`src/rtl/fizzbuzz_formatter.sv`:
```
// FizzBuzz line formatter: sequences an external 3-digit BCD counter and streams
// one ASCII line per count ("Fizz"/"Buzz"/"FizzBuzz"/number, then CR LF) over valid/ready.
module fizzbuzz_formatter #(
  parameter int unsigned MAX_COUNT = 100
) (
  input  logic       clk,
  input  logic       rst,
  input  logic       start,
  input  logic [3:0] digit2,
  input  logic [3:0] digit1,
  input  logic [3:0] digit0,
  output logic       counter_clear,
  output logic       increment,
  output logic [7:0] tx_data,
  output logic       tx_valid,
  input  logic       tx_ready,
  output logic       busy,
  output logic       done
);

  localparam logic [3:0] MaxD2 = 4'((MAX_COUNT / 100) % 10);
  localparam logic [3:0] MaxD1 = 4'((MAX_COUNT / 10) % 10);
  localparam logic [3:0] MaxD0 = 4'(MAX_COUNT % 10);

  typedef enum logic [2:0] {StIdle, StClear, StInc, StSettle, StEmit} state_e;
  typedef enum logic [1:0] {LineNum, LineFizz, LineBuzz, LineFizzBuzz} line_e;

  state_e     state_q, state_d;
  line_e      line_q, line_d;
  logic [1:0] mod3_q, mod3_d;
  logic [2:0] mod5_q, mod5_d;
  logic [3:0] d2_q, d2_d, d1_q, d1_d, d0_q, d0_d;
  logic [3:0] len_q, len_d;
  logic [3:0] idx_q, idx_d;
  logic       done_q, done_d;

  logic [7:0] tx_byte;
  logic [3:0] digit_sel;
  logic       last_byte;
  logic       at_max;

  function automatic logic [7:0] fizz_char(input logic [1:0] i);
    case (i)
      2'd0:    fizz_char = 8'h46; // F
      2'd1:    fizz_char = 8'h69; // i
      default: fizz_char = 8'h7A; // z
    endcase
  endfunction

  function automatic logic [7:0] buzz_char(input logic [1:0] i);
    case (i)
      2'd0:    buzz_char = 8'h42; // B
      2'd1:    buzz_char = 8'h75; // u
      default: buzz_char = 8'h7A; // z
    endcase
  endfunction

  assign last_byte = (idx_q == len_q + 4'd1);
  assign at_max    = ({d2_q, d1_q, d0_q} == {MaxD2, MaxD1, MaxD0});

  always_comb begin
    state_d       = state_q;
    line_d        = line_q;
    mod3_d        = mod3_q;
    mod5_d        = mod5_q;
    d2_d          = d2_q;
    d1_d          = d1_q;
    d0_d          = d0_q;
    len_d         = len_q;
    idx_d         = idx_q;
    done_d        = 1'b0;
    counter_clear = 1'b0;
    increment     = 1'b0;
    unique case (state_q)
      StIdle: begin
        if (start) state_d = StClear;
      end
      StClear: begin
        counter_clear = 1'b1;
        mod3_d        = 2'd0;
        mod5_d        = 3'd0;
        state_d       = StInc;
      end
      StInc: begin
        increment = 1'b1;
        mod3_d    = (mod3_q == 2'd2) ? 2'd0 : mod3_q + 2'd1;
        mod5_d    = (mod5_q == 3'd4) ? 3'd0 : mod5_q + 3'd1;
        state_d   = StSettle;
      end
      StSettle: begin
        d2_d  = digit2;
        d1_d  = digit1;
        d0_d  = digit0;
        idx_d = 4'd0;
        if (mod3_q == 2'd0 && mod5_q == 3'd0) begin
          line_d = LineFizzBuzz;
          len_d  = 4'd8;
        end else if (mod3_q == 2'd0) begin
          line_d = LineFizz;
          len_d  = 4'd4;
        end else if (mod5_q == 3'd0) begin
          line_d = LineBuzz;
          len_d  = 4'd4;
        end else begin
          line_d = LineNum;
          len_d  = (digit2 != 4'd0) ? 4'd3 : (digit1 != 4'd0) ? 4'd2 : 4'd1;
        end
        state_d = StEmit;
      end
      StEmit: begin
        if (tx_ready) begin
          if (last_byte) begin
            idx_d = 4'd0;
            if (at_max) begin
              state_d = StIdle;
              done_d  = 1'b1;
            end else begin
              state_d = StInc;
            end
          end else begin
            idx_d = idx_q + 4'd1;
          end
        end
      end
      default: state_d = StIdle;
    endcase
  end

  // Numbers are right-aligned in the 3 latched digits; skip suppressed leading zeros.
  always_comb begin
    tx_byte   = 8'h00;
    digit_sel = idx_q + (4'd3 - len_q);
    if (idx_q == len_q) begin
      tx_byte = 8'h0D;
    end else if (last_byte) begin
      tx_byte = 8'h0A;
    end else begin
      unique case (line_q)
        LineFizz:     tx_byte = fizz_char(idx_q[1:0]);
        LineBuzz:     tx_byte = buzz_char(idx_q[1:0]);
        LineFizzBuzz: tx_byte = idx_q[2] ? buzz_char(idx_q[1:0]) : fizz_char(idx_q[1:0]);
        default: begin
          case (digit_sel)
            4'd0:    tx_byte = {4'h3, d2_q};
            4'd1:    tx_byte = {4'h3, d1_q};
            default: tx_byte = {4'h3, d0_q};
          endcase
        end
      endcase
    end
  end

  assign tx_valid = (state_q == StEmit);
  assign tx_data  = tx_valid ? tx_byte : 8'h00;
  assign busy     = (state_q != StIdle);
  assign done     = done_q;

  always_ff @(posedge clk or negedge rst) begin
    if (!rst) begin
      state_q <= StIdle;
      line_q  <= LineNum;
      mod3_q  <= 2'd0;
      mod5_q  <= 3'd0;
      d2_q    <= 4'd0;
      d1_q    <= 4'd0;
      d0_q    <= 4'd0;
      len_q   <= 4'd0;
      idx_q   <= 4'd0;
      done_q  <= 1'b0;
    end else begin
      state_q <= state_d;
      line_q  <= line_d;
      mod3_q  <= mod3_d;
      mod5_q  <= mod5_d;
      d2_q    <= d2_d;
      d1_q    <= d1_d;
      d0_q    <= d0_d;
      len_q   <= len_d;
      idx_q   <= idx_d;
      done_q  <= done_d;
    end
  end

endmodule
```
`config.mk`:
```
export PLATFORM = sky130hd
export DESIGN_NAME = fizzbuzz_formatter
export DESIGN_NICKNAME = d
export VERILOG_FILES = /design/src/rtl/fizzbuzz_formatter.sv
export SDC_FILE = /design/constraint.sdc
export NUM_CORES = 1
export LEC_CHECK = 0
export ABC_CLOCK_PERIOD_IN_PS = 7400
export CAP_MARGIN = 30
export CORE_AREA = 10 10 69 71
export CTS_BUF_LIST = sky130_fd_sc_hd__clkbuf_16
export DETAILED_ROUTE_END_ITERATION = 12
export DIE_AREA = 0 0 79 81
export PLACE_DENSITY = 0.83
export SLEW_MARGIN = 20
export SYNTH_ARGS = -nofsm -noshare
export SYNTH_HDL_FRONTEND = slang
export SYNTH_SLANG_ARGS = --single-unit
```
`constraint.sdc`:
```
create_clock -name clk -period 7.4 [get_ports clk]
set_clock_uncertainty 0.05 [all_clocks]
set_input_delay 1.48 -clock clk [delete_from_list [all_inputs] [get_ports clk]]
set_output_delay 1.48 -clock clk [all_outputs]
set_load 0.005 [all_outputs]
```
==> flow_summary_export.csv <==
group,metric,value,unit
yosys,yosys.area_share.adder,0.101,
yosys,synthTopCellsByCount,"dfrtp_1, nand2_1, ha_1",
worst_setup_path,crit_path_cell_trace,"inv_1 > ha_1 > inv_1 > fa_1 > xor2_1 > xnor2_2 > or2_1 > o21ai_1 > o32ai_1 > clkdlybuf4s50_1",
placed_design,dp_cells,261,
timing,timing.final.hold_violations,0,
power,leakage,1.05,nW
final_layout,finalCoreUtilization,0.675,
yosys,synth_edf_count,0,
die,io_pins,29,
cts,cts_tree,"yes",
yosys,synth_area_leader_cell,"dfrtp_1",
worst_setup_path,reg2reg_from,"idx_q[0]$_DFFE_PN0P_",
global_route,grt_max_degree,32,
cts,clkLatencyLatePin,0.27,ns
worst_setup_path,end_kind,"primary output",
worst_setup_path,worstPathRequired,5.87,ns
timing,tns,0,ns
die,num_rows,22,
cts,cts_setup_buffers,0,
cts,cts_buffers,5,
cts,ctsResizeCount,0,
yosys,async_reset_ff_frac,1.00,
die,fp.dieH,81,um
yosys,yosysSeqAreaShare,0.402,
yosys,yosysMostFrequentCell,"dfrtp_1",
yosys,ys_types,48,
die,start_util,0.548,
final_layout,syn2layout_area_growth,23.2,%
hold_path,hp-start,"mod3_q[1]$_DFFE_PN0P_",
cts,clk_pin_slew_worst_paths,0.05,ns
worst_setup_path,slowest_delay,0.56,ns
global_route,grt_antenna_before_repair,0,
route,firstDrtPassIters,4,
final_layout,diodes,0,
yosys,ys_warn_count,0,
final_layout,drive_gt1_frac,0.135,
die,core_area,0.00352,mm^2
timing,fmaxAchievable,0.208,GHz
worst_setup_path,crit_top_cell,"inv_1",
timing,rsz0062_at_grt,"no",
yosys,synth_xor_area_frac,0.0428,
cts,cts_buffer_depth,2,
global_route,grtUsageTotal,0.147,
cts,cts_sinks,31,
worst_setup_path,reg2reg_slack,5.48,ns
status,status,"completed",
timing,slew_viol_final,0,
yosys,synth_nets,224,
hold_path,hp-class,"reg -> reg",
worst_setup_path,arrival,3.28,ns
power,p_per_area,410,mW/mm^2
hold_path,worstHoldEndpoint,"mod3_q[1]$_DFFE_PN0P_",
timing,period_share,0.650,
route,wirelength,4500,um
cts,holdBufCountCts,0,
route,drt_iter0_markers,129,
yosys,synthSimpleGateAreaFrac,0.172,
final_layout,fin_nets,252,
placed_design,portBuffers,27,
worst_setup_path,crit_path_top_delay_cell,"clkdlybuf4s50_1",
timing,setup_violations,0,
yosys,synthMuxAreaShare,0.110,
global_route,grt_pass1_wl,7450,um
yosys,synth.avg_cell_area,10.0,um^2
yosys,synth_top_family_by_area,"simple AND/OR/NAND/NOR gates",
cts,clock-root-buffer,"clkbuf_16",
die,dieWidth,79,um
placed_design,dp_hpwl,3150,um
yosys,yosysTopAreaCellShare,0.402,
timing,period_minus_slack,4.81,ns
timing,timing.hold.ws,0.438,ns
route,wl_per_cell,16.7,um
die,dieArea,0.00640,mm^2
route,drc,0,
yosys,ys_ff_latch,31,
power,ir_drop,0.265,mV
yosys,synthCells,193,
worst_setup_path,path_class,"reg -> out",
flow_run,cap_violations,0,
yosys,ys.flop_type,"dfrtp_1",
worst_setup_path,reg2regPathDepth,5,
yosys,synth-compound-area-share,0.127,
worst_setup_path,startpoint_type,"register",
worst_setup_path,rr_endpoint,"idx_q[3]$_DFFE_PN0P_",
final_layout,fin_cells,270,
route,vias,1548,
worst_setup_path,cp_max_fo,7,
yosys,synth_area_leaders,"dfrtp_1, ha_1, mux2_2",
route,post_drt_via_cell_ratio,5.73,
global_route,grt_overflow,0,
global_route,grt_pass1_vias,1562,
hold_path,holdPathStages,1,
cts,htree_levels,2,
route,ant_nets,0,
yosys,syn_area,0.00193,mm^2
placed_design,place.gp.congestion,0.835,
## cells by family after synthesis
kind of cell               count (synthesis)
and+or+nand+nor                           65
muxes                                     19
xor gates and xnor gates                   6
adders and majority gates                 15
AOI/OAI and AO/OA                         37
DFF                                       31
buffers and inverters                     19
other                                      1
## registers in the layout (all words and copies together) (netlist names)
signal and count:
d0_q 4, d1_q 4, d2_q 4, done 1
idx_q 4, len_q 4, line_q 2, mod3_q 2
mod5_q 3, state_q 3
## area by class of cell
class | instances | area [um^2]
clock inverters | 3 | 12.5
flip-flops and latches | 31 | 776
clock buffers | 5 | 125
multi-input cells | 143 | 1070
repair buffers | 29 | 293
fillers | 276 | 1150
inverters | 11 | 41.3
well taps | 48 | 60.1
## through the flow
step                      setup WS (ns)  total power [mW]  instance area [um^2]
after CTS                          2.56             0.970                  2360
after floorplan                    3.63             0.634                  1930
after global routing               2.40              1.05                  2380
after global placement             3.03             0.755                  2220
after detailed placement           2.89             0.767                  2220
final                              2.59             0.974                  2380
## worst max-delay path by stage
stage	startpoint	end	slack, ns	cells after the start
after floorplan	len_q[1]$_DFFE_PN0P_	tx_data[0]	3.63	9
after global placement	idx_q[2]$_DFFE_PN0P_	tx_data[2]	3.03	10
after detailed placement	idx_q[2]$_DFFE_PN0P_	tx_data[2]	2.89	10
after CTS	idx_q[2]$_DFFE_PN0P_	tx_data[2]	2.56	10
after global routing	idx_q[2]$_DFFE_PN0P_	tx_data[2]	2.40	10
final	idx_q[2]$_DFFE_PN0P_	tx_data[2]	2.59	10
## per-layer routing
layer | track usage | part of all wire
met1 | 0.174 | 0.42
met2 | 0.245 | 0.51
met3 | 0.0386 | 0.045
met4 | 0.0717 | 0.030
met5 | 0 | 0
## report_power, final
part	internal, mW	leakage (nW)	switching (mW)
Sequential	0.238	0.391	0.0755
Clock	0.121	0.0762	0.0674
Combinational	0.230	0.582	0.242
Total	0.589	1.05	0.385
## cells in the final DEF (no fill, tap or decap), types with 2 or more instances in the layout
cell	count
a21oi_1	6
a22o_1	6
a31oi_1	4
clkbuf_16	5
clkdlybuf4s50_1	27
dfrtp_1	31
ha_1	14
inv_1	13
mux2_2	13
mux2i_1	5
nand2_1	22
nand3_1	5
nor2_1	10
nor2b_1	2
nor3_1	4
nor3b_1	2
nor4_1	8
o21ai_0	8
o21ai_1	3
o22ai_1	2
or2_2	2
xnor2_2	2
xor2_1	2
## critical path: cells and delay by family (launching register included)
family | cells | cell delay (ns)
fa+ha+maj | 2 | 0.77
flops | 1 | 0.48
xor+xnor | 2 | 0.47
buf+inv | 3 | 0.74
simple gates | 1 | 0.18
compound gates | 2 | 0.37
No activity file was read; power rests on OpenSTA's default activity.
